File: src/rtl/stream_demux_pkg.sv
`default_nettype none
// ============================================================================
// Module      : stream_demux_pkg
// Description : Shared constants and types for the 1-to-2 stream demux.
//               Macro STREAM_DEMUX_SKID_EN selects the 2-entry skid slot.
// Revision    : 1.0 - initial release
// ============================================================================
package stream_demux_pkg;

    // Default data width of the input and both outputs
    localparam int DEF_WIDTH = 64;

    // Destination select encoding
    typedef enum logic {
        PORT0 = 1'b0,
        PORT1 = 1'b1
    } port_sel_e;

    // Per-output slot depth; the skid build decouples in_ready from outN_ready
`ifdef STREAM_DEMUX_SKID_EN
    localparam int SLOT_DEPTH = 2;
`else
    localparam int SLOT_DEPTH = 1;
`endif

endpackage
`default_nettype wire

File: src/rtl/stream_demux_slot.sv
`default_nettype none
// ============================================================================
// Module      : stream_demux_slot
// Description : One output buffer (1 or 2 entries) with valid/ready drain.
//               Depth follows SLOT_DEPTH, set by STREAM_DEMUX_SKID_EN.
// Revision    : 1.0 - initial release
// ============================================================================
module stream_demux_slot
    import stream_demux_pkg::*;
#(
    parameter int WIDTH = DEF_WIDTH,
    parameter int DEPTH = SLOT_DEPTH
) (
    input  logic             clk,
    input  logic             reset_n,
    input  logic             i_fill,
    input  logic [WIDTH-1:0] i_data,
    input  logic             i_ready,
    output logic             o_valid,
    output logic [WIDTH-1:0] o_data,
    output logic             o_full
);

    generate
        if (DEPTH == 1) begin : g_depth1
            logic             r_valid;
            logic [WIDTH-1:0] r_data;

            // Single slot: fill has priority, so drain+fill keeps it FULL with the new word
            always_ff @(posedge clk) begin
                if (!reset_n) begin
                    r_valid <= 1'b0;
                    r_data  <= '0;
                end else if (i_fill) begin
                    r_valid <= 1'b1;
                    r_data  <= i_data;
                end else if (r_valid && i_ready) begin
                    r_valid <= 1'b0;
                end
            end

            assign o_valid = r_valid;
            assign o_data  = r_data;
            assign o_full  = r_valid;
        end else begin : g_depth2
            logic [WIDTH-1:0] r_mem0;   // head entry, drives the output
            logic [WIDTH-1:0] r_mem1;   // second entry
            logic [1:0]       r_count;
            logic             w_pop;

            assign w_pop = (r_count != 2'd0) && i_ready;

            // Two-entry shift FIFO; head always sits in r_mem0
            always_ff @(posedge clk) begin
                if (!reset_n) begin
                    r_mem0  <= '0;
                    r_mem1  <= '0;
                    r_count <= 2'd0;
                end else begin
                    case (r_count)
                        2'd0: begin
                            if (i_fill) begin
                                r_mem0  <= i_data;
                                r_count <= 2'd1;
                            end
                        end
                        2'd1: begin
                            if (i_fill && w_pop) begin
                                r_mem0 <= i_data;
                            end else if (i_fill) begin
                                r_mem1  <= i_data;
                                r_count <= 2'd2;
                            end else if (w_pop) begin
                                r_count <= 2'd0;
                            end
                        end
                        2'd2: begin
                            if (w_pop) begin
                                r_mem0 <= r_mem1;
                                if (i_fill) begin
                                    r_mem1 <= i_data;
                                end else begin
                                    r_count <= 2'd1;
                                end
                            end
                        end
                        default: r_count <= 2'd0;
                    endcase
                end
            end

            assign o_valid = (r_count != 2'd0);
            assign o_data  = r_mem0;
            assign o_full  = (r_count == 2'd2);
        end
    endgenerate

endmodule
`default_nettype wire

File: src/rtl/stream_demux_1to2.sv
`default_nettype none
// ============================================================================
// Module      : stream_demux_1to2
// Description : Routes a valid/ready stream to one of two outputs by in_sel,
//               one cycle latency, independent per-port buffering.
//               Define STREAM_DEMUX_SKID_EN for the registered-ready skid build.
// Revision    : 1.0 - initial release
// ============================================================================
module stream_demux_1to2
    import stream_demux_pkg::*;
#(
    parameter int WIDTH = DEF_WIDTH
) (
    input  logic             clk,
    input  logic             reset_n,
    input  logic [WIDTH-1:0] in_data,
    input  logic             in_sel,
    input  logic             in_valid,
    output logic             in_ready,
    output logic [WIDTH-1:0] out0_data,
    output logic             out0_valid,
    input  logic             out0_ready,
    output logic [WIDTH-1:0] out1_data,
    output logic             out1_valid,
    input  logic             out1_ready
);

    port_sel_e w_sel;
    logic      w_full0;
    logic      w_full1;
    logic      w_sel_full;
    logic      w_sel_ready;
    logic      w_accept;
    logic      w_fill0;
    logic      w_fill1;

    assign w_sel       = port_sel_e'(in_sel);
    assign w_sel_full  = (w_sel == PORT1) ? w_full1    : w_full0;
    assign w_sel_ready = (w_sel == PORT1) ? out1_ready : out0_ready;

`ifdef STREAM_DEMUX_SKID_EN
    // Ready comes from registered slot state only; the spare entry absorbs a stall
    assign in_ready = reset_n && !w_sel_full;
`else
    // A full slot can still accept when it drains in the same cycle
    assign in_ready = reset_n && (!w_sel_full || w_sel_ready);
`endif

    // in_valid gates everything, so unknown sel/data while idle never reaches state
    assign w_accept = in_valid && in_ready;
    assign w_fill0  = w_accept && (w_sel == PORT0);
    assign w_fill1  = w_accept && (w_sel == PORT1);

    stream_demux_slot #(
        .WIDTH (WIDTH),
        .DEPTH (SLOT_DEPTH)
    ) u_slot0 (
        .clk     (clk),
        .reset_n (reset_n),
        .i_fill  (w_fill0),
        .i_data  (in_data),
        .i_ready (out0_ready),
        .o_valid (out0_valid),
        .o_data  (out0_data),
        .o_full  (w_full0)
    );

    stream_demux_slot #(
        .WIDTH (WIDTH),
        .DEPTH (SLOT_DEPTH)
    ) u_slot1 (
        .clk     (clk),
        .reset_n (reset_n),
        .i_fill  (w_fill1),
        .i_data  (in_data),
        .i_ready (out1_ready),
        .o_valid (out1_valid),
        .o_data  (out1_data),
        .o_full  (w_full1)
    );

endmodule
`default_nettype wire

File: config.mk
export PLATFORM = sky130hd
export DESIGN_NAME = stream_demux_1to2
export DESIGN_NICKNAME = d
export VERILOG_FILES = /design/src/rtl/stream_demux_pkg.sv /design/src/rtl/stream_demux_slot.sv /design/src/rtl/stream_demux_1to2.sv
export SDC_FILE = /design/constraint.sdc
export NUM_CORES = 1
export LEC_CHECK = 0
export BUFFER_PORTS_ARGS = -buffer_cell sky130_fd_sc_hd__buf_2
export CORE_ASPECT_RATIO = 1.1
export CORE_UTILIZATION = 30
export CTS_CLUSTER_SIZE = 10
export DETAILED_ROUTE_END_ITERATION = 10
export GPL_TIMING_DRIVEN = 1
export PLACE_DENSITY = 0.63
export SLEW_MARGIN = 20
export SYNTH_ARGS = -nofsm -noshare
export SYNTH_HDL_FRONTEND = slang
export SYNTH_SLANG_ARGS = --single-unit
File: constraint.sdc
create_clock -name clk -period 1.3 [get_ports clk]
set_clock_uncertainty 0.2 [all_clocks]
set_input_delay 0.195 -clock clk [delete_from_list [all_inputs] [get_ports clk]]
set_output_delay 0.195 -clock clk [all_outputs]
set_load 0.01 [all_outputs]
# Word level (Yosys, flattened, before mapping)
# Index checks and enable logic that the tools add are counted.
[word_totals] mem_bits_ro=0 register_bits=130 wordCells=21 latch_bits=0 inputBits=70 mem_bits_rw=0 memories=0 output_inout_bits=131
[classes] n_lt_le_gt_ge=0 n_reduce_logical=10 n_addsub=0 mux=6 bitwise=1 eq_ne=0 n_div=0 shifts=0 mul=0
[op_table] operator="logical AND 1 bit" count=6
[op_table] operator="two-way mux 1 bit" count=6
[op_table] operator="nonzero test 2 bit" count=2
[op_table] operator="logical NOT 1 bit" count=1
[op_table] operator="logical OR 1 bit" count=1
[op_table] operator="inverter 1 bit" count=1

# Longest topological paths before layout
[depth] word_depth=7 depth_mapped=6 mapped_depth_nobuf=3

# By module
# A second synthesis with hierarchy kept.
[hier_totals] hier_cells=429 area_unflattened_um2=5058.6
[modules_own_cells] mod="stream_demux_slot" n_inst=2 seq_area_each_um2=1301.2 area_per_inst_um2=2504.9 cells_per_inst=210
[modules_own_cells] mod="stream_demux_1to2" n_inst=1 seq_area_each_um2=0.0 area_per_inst_um2=48.8 cells_per_inst=9

# Worst setup path after synthesis
# No wires, ideal clock.
[synth_path] kind="register -> register" startpoint="register u_slot0.g_depth1.r_valid, in the netlist u_slot0.o_full" endpoint="register u_slot0.g_depth1.r_data[14], in the netlist u_slot0.o_data[14]" required_time_ps=1028 t_arrival_ps=1184 slack_ps=-155 path_stages_with_launch=6 setup_ps=72 n_path_buf=2 synth_period_minus_slack_ps=1455 cell_sequence="dfxtp_1 > nor2b_1 > nor3_2 > buf_6 > buf_12 > mux2i_1"
[synth_between] elab_chain_cells=6
[synth_rtl] element="start, declared" line="stream_demux_slot.sv:26" text="logic r_valid;"
[synth_rtl] element="start signal, assigned" line="stream_demux_slot.sv:32" text="r_valid <= 1'b0;"
[synth_rtl] element="start signal, assigned" line="stream_demux_slot.sv:35" text="r_valid <= 1'b1;"
[synth_rtl] element="start signal, assigned" line="stream_demux_slot.sv:38" text="r_valid <= 1'b0;"
[synth_rtl] element="two-way mux 1 bit" line="stream_demux_1to2.sv:38" text="assign w_sel_full = (w_sel == PORT1) ? w_full1 : w_full0;"
[synth_rtl] element="logical NOT 1 bit" line="stream_demux_1to2.sv:46" text="assign in_ready = reset_n && (!w_sel_full || w_sel_ready);"
[synth_rtl] element="logical OR 1 bit" line="stream_demux_1to2.sv:46"
[synth_rtl] element="logical AND 1 bit" line="stream_demux_1to2.sv:46"
[synth_rtl] element="logical AND 1 bit" line="stream_demux_1to2.sv:50" text="assign w_accept = in_valid && in_ready;"
[synth_rtl] element="logical AND 1 bit" line="stream_demux_1to2.sv:51" text="assign w_fill0 = w_accept && (w_sel == PORT0);"
[synth_rtl] element="end signal, assigned" line="stream_demux_slot.sv:36" text="r_data <= i_data;"
[synth_rtl] element="end, declared" line="stream_demux_slot.sv:27" text="logic [WIDTH-1:0] r_data;"
# No other way between the ends.
# A chain may end at the register's enable or synchronous reset.

# Final worst setup path
[layout_path] startpoint="register u_slot0.g_depth1.r_valid, in the netlist u_slot0.o_full" endpoint="output in_ready"
[layout_between] elab_chain_cells=4
[layout_rtl] element="two-way mux 1 bit" line="stream_demux_1to2.sv:38"
[layout_rtl] element="logical NOT 1 bit" line="stream_demux_1to2.sv:46"
[layout_rtl] element="logical OR 1 bit" line="stream_demux_1to2.sv:46"
[layout_rtl] element="logical AND 1 bit" line="stream_demux_1to2.sv:46"
[layout_rtl] element="end, declared" line="stream_demux_1to2.sv:19" text="output logic in_ready,"
# No other way between the ends.

==> results.ini <==
[final_layout]
drive_above_1_share_pct=53.6
multi_input_area_sq_mm=0.00211
design_area_sq_mm=0.00870
final_common_cell=nand2_1
antennaDiodeCount=0
register_area_sq_mm=0.00275
final_cell_mix=nand2_1, buf_2, dfxtp_2
fin_util_pct=51.0
final_cell_count_no_fill=1100
fin_nets=923
fill_cells=1559
area_growth_pct=65.9

[pwr]
p_per_area_mw_per_mm2=1210
total_power_w=0.0105
leakagePower_nw=3.97
vdd_drop_max_mv=0.867

[global_route]
grt_pass1_vias=4777
grt_max_degree=61
overflow=0
grt_antenna_before_repair=0
grtUsageTotal_pct=17.6
grt_pass1_wl_um=24500

[sta]
setup-violations-final=91
postLayoutSetupSlackWorst_ns=-0.433
relSlewSlack_pct=81.5
final.period_utilization_pct=133
finalHoldViolCount=0
rsz0062_at_grt=yes
worst_pin_slew_ns=0.278
whs_ns=0.0258
fin_crit_ns=1.73
slew_violations=0
fmax_mhz=577

[worst_setup_path]
crit_path_start_kind=register
cp.required_ns=0.90
critical-path-max-stage-delay_ns=0.32
cp_max_fo=2
crit_slowest_cell=dfxtp_2
path_cells=nor2b_4 > or2_1 > a21boi_2 > buf_2
cp_data_arrival_time_ns=1.34
worstSetupPathType=register to output pin
end_kind=output pin

[yosys]
synth.distinct_cells=20
synth_cells=570
syn-num-nets=640
synth-xor-area-share_pct=0
synth_mux_area_share_pct=12.2
synth_top_family_by_area=simple AND/OR/NAND/NOR gates
yosys.area_share.simple_pct=16.4
yosys_register_bits=130
syn_avg_cell_area_sq_um=9.21
synth_compound_area_share_pct=10.8
synth_area_sq_mm=0.00525
synthAdderAreaFrac_pct=0
yosys_warnings=0
synth_seq_area_share_pct=49.6

[clock_tree]
cts_tree=done
cts_made_buffers=17
clock_sinks=130
clock_latency_ns=0.41
htree_levels=4
cts_root_buf=clkbuf_16
cts.clk_slew.worst_paths_ns=0.06
clockBufferDepth=2

[die]
coreArea_sq_mm=0.0171
chipWidth_um=128
start_util_pct=30.7
die_area_sq_mm=0.0180
std_cell_rows=50
fp.dieH_um=141
io_pins=201

[placed_design]
hpwl_um=9430
dp.cells=988
io_buffers=200
globalplace.congestion=0.708
dpl_cell_area_sq_mm=0.00654

[detailed_routing]
dr.first_iter.drc_count=182
avgRoutedWirePerCell_um=14.6
drc=0
drt-total-wl_um=16000
routed_via_density=4.42
routed-via-count=4859
ant_nets=0
drtPass1Iterations=4

[min_path]
hold_class=input port to register

[run_status]
violations=negative setup slack
outcome=finished, violations left

[job]
cap_violations=0

-- logic make-up (layout without fill, tap and decap cells) --
kind of cell	after synthesis	after routing
flip-flops	130	130
AO/OA/AOI/OAI	67	67
multiplexers	64	64
AND/OR/NAND/NOR	201	201
buffers and inverters	108	404
-- metal layers --
layer  global-route usage (%)  share of wire (%)  up-vias  wire (um)
met5                        0                  0        -          0
li1                         -                  -     2403          -
met1                     21.0                 43     2268       6920
met4                     6.75                2.0        0        314
met3                     6.15                6.0       25        969
met2                     28.8                 49      163       7830
-- path summary, 6_finish.rpt --
check	startpoint	slack [ns]	endpoint	depth (start not counted)
worst max-delay path	u_slot0.o_full$_SDFFE_PN0P_	-0.43	in_ready	4
worst min-delay path	reset_n	0.03	u_slot0.o_data[3]$_SDFFE_PN0P_	4
worst max register to register	u_slot0.o_full$_SDFFE_PN0P_	-0.34	u_slot0.o_data[47]$_SDFFE_PN0P_	7
worst min register to register	u_slot1.o_data[51]$_SDFFE_PN0P_	0.25	u_slot1.o_data[51]$_SDFFE_PN0P_	2
-- synth_stat cells, drive strengths merged --
master / number / area (sq um)
nand2b: 1 / 6.26
mux2i: 64 / 641
nor3: 1 / 10.0
nand2: 131 / 492
dfxtp: 130 / 2600
o21ai: 64 / 546
nand3: 64 / 320
a21boi: 2 / 15.0
clkbuf: 17 / 63.8
nor2b: 1 / 6.26
and2: 1 / 6.26
inv: 64 / 240
o21a: 1 / 7.51
or2: 1 / 6.26
buf: 27 / 274
and3: 1 / 11.3
-- what timing repair did --
item,in CTS,in global routing
hold buffers,64,0
buffers inserted,12,7
hold endpoints to repair,128,0
gates cloned,5,2
endpoints found under the setup margin,160,235
gates resized for setup,79,161
pin swaps,20,0
-- state kept, by name, indices dropped and copies added (netlist names) --
name,cells
u_slot0.o_full,1
u_slot0.o_data,64
u_slot1.o_full,1
u_slot1.o_data,64
-- area by class of cell --
| type | instances | share of cell area (%) |
|---|---|---|
| Timing Repair Buffer | 308 | 31.5 |
| Clock inverter | 11 | 1.29 |
| Inverter | 64 | 2.76 |
| Clock buffer | 21 | 5.17 |
| Tap cell | 234 | 3.36 |
| Multi-Input combinational cell | 332 | 24.2 |
| Sequential cell | 130 | 31.6 |
-- power by group --
group	switching (W)	total [W]	internal, W
clock network	0.00179	0.00464	0.00285
registers	0.000142	0.00439	0.00425
logic	0.000673	0.00148	0.000811
-- worst max-delay path, delay by kind of cell, from the launching register on --
| family | cells | cell delay (ns) |
|---|---|---|
| flip-flops | 1 | 0.32 |
| AND/OR/NAND/NOR | 2 | 0.35 |
| AO/OA/AOI/OAI | 1 | 0.11 |
| buffers and inverters | 1 | 0.14 |
-- through the flow --
stage	setup WS, ns	setup TNS (ns)
after CTS	-0.454	-19.16
after global routing	-0.511	-24.14
after floorplan	-0.141	-8.06
after detailed placement	-0.207	-13.12
final	-0.433	-17.86
after global placement	-0.149	-11.16
No activity file was read; power rests on OpenSTA's default activity.
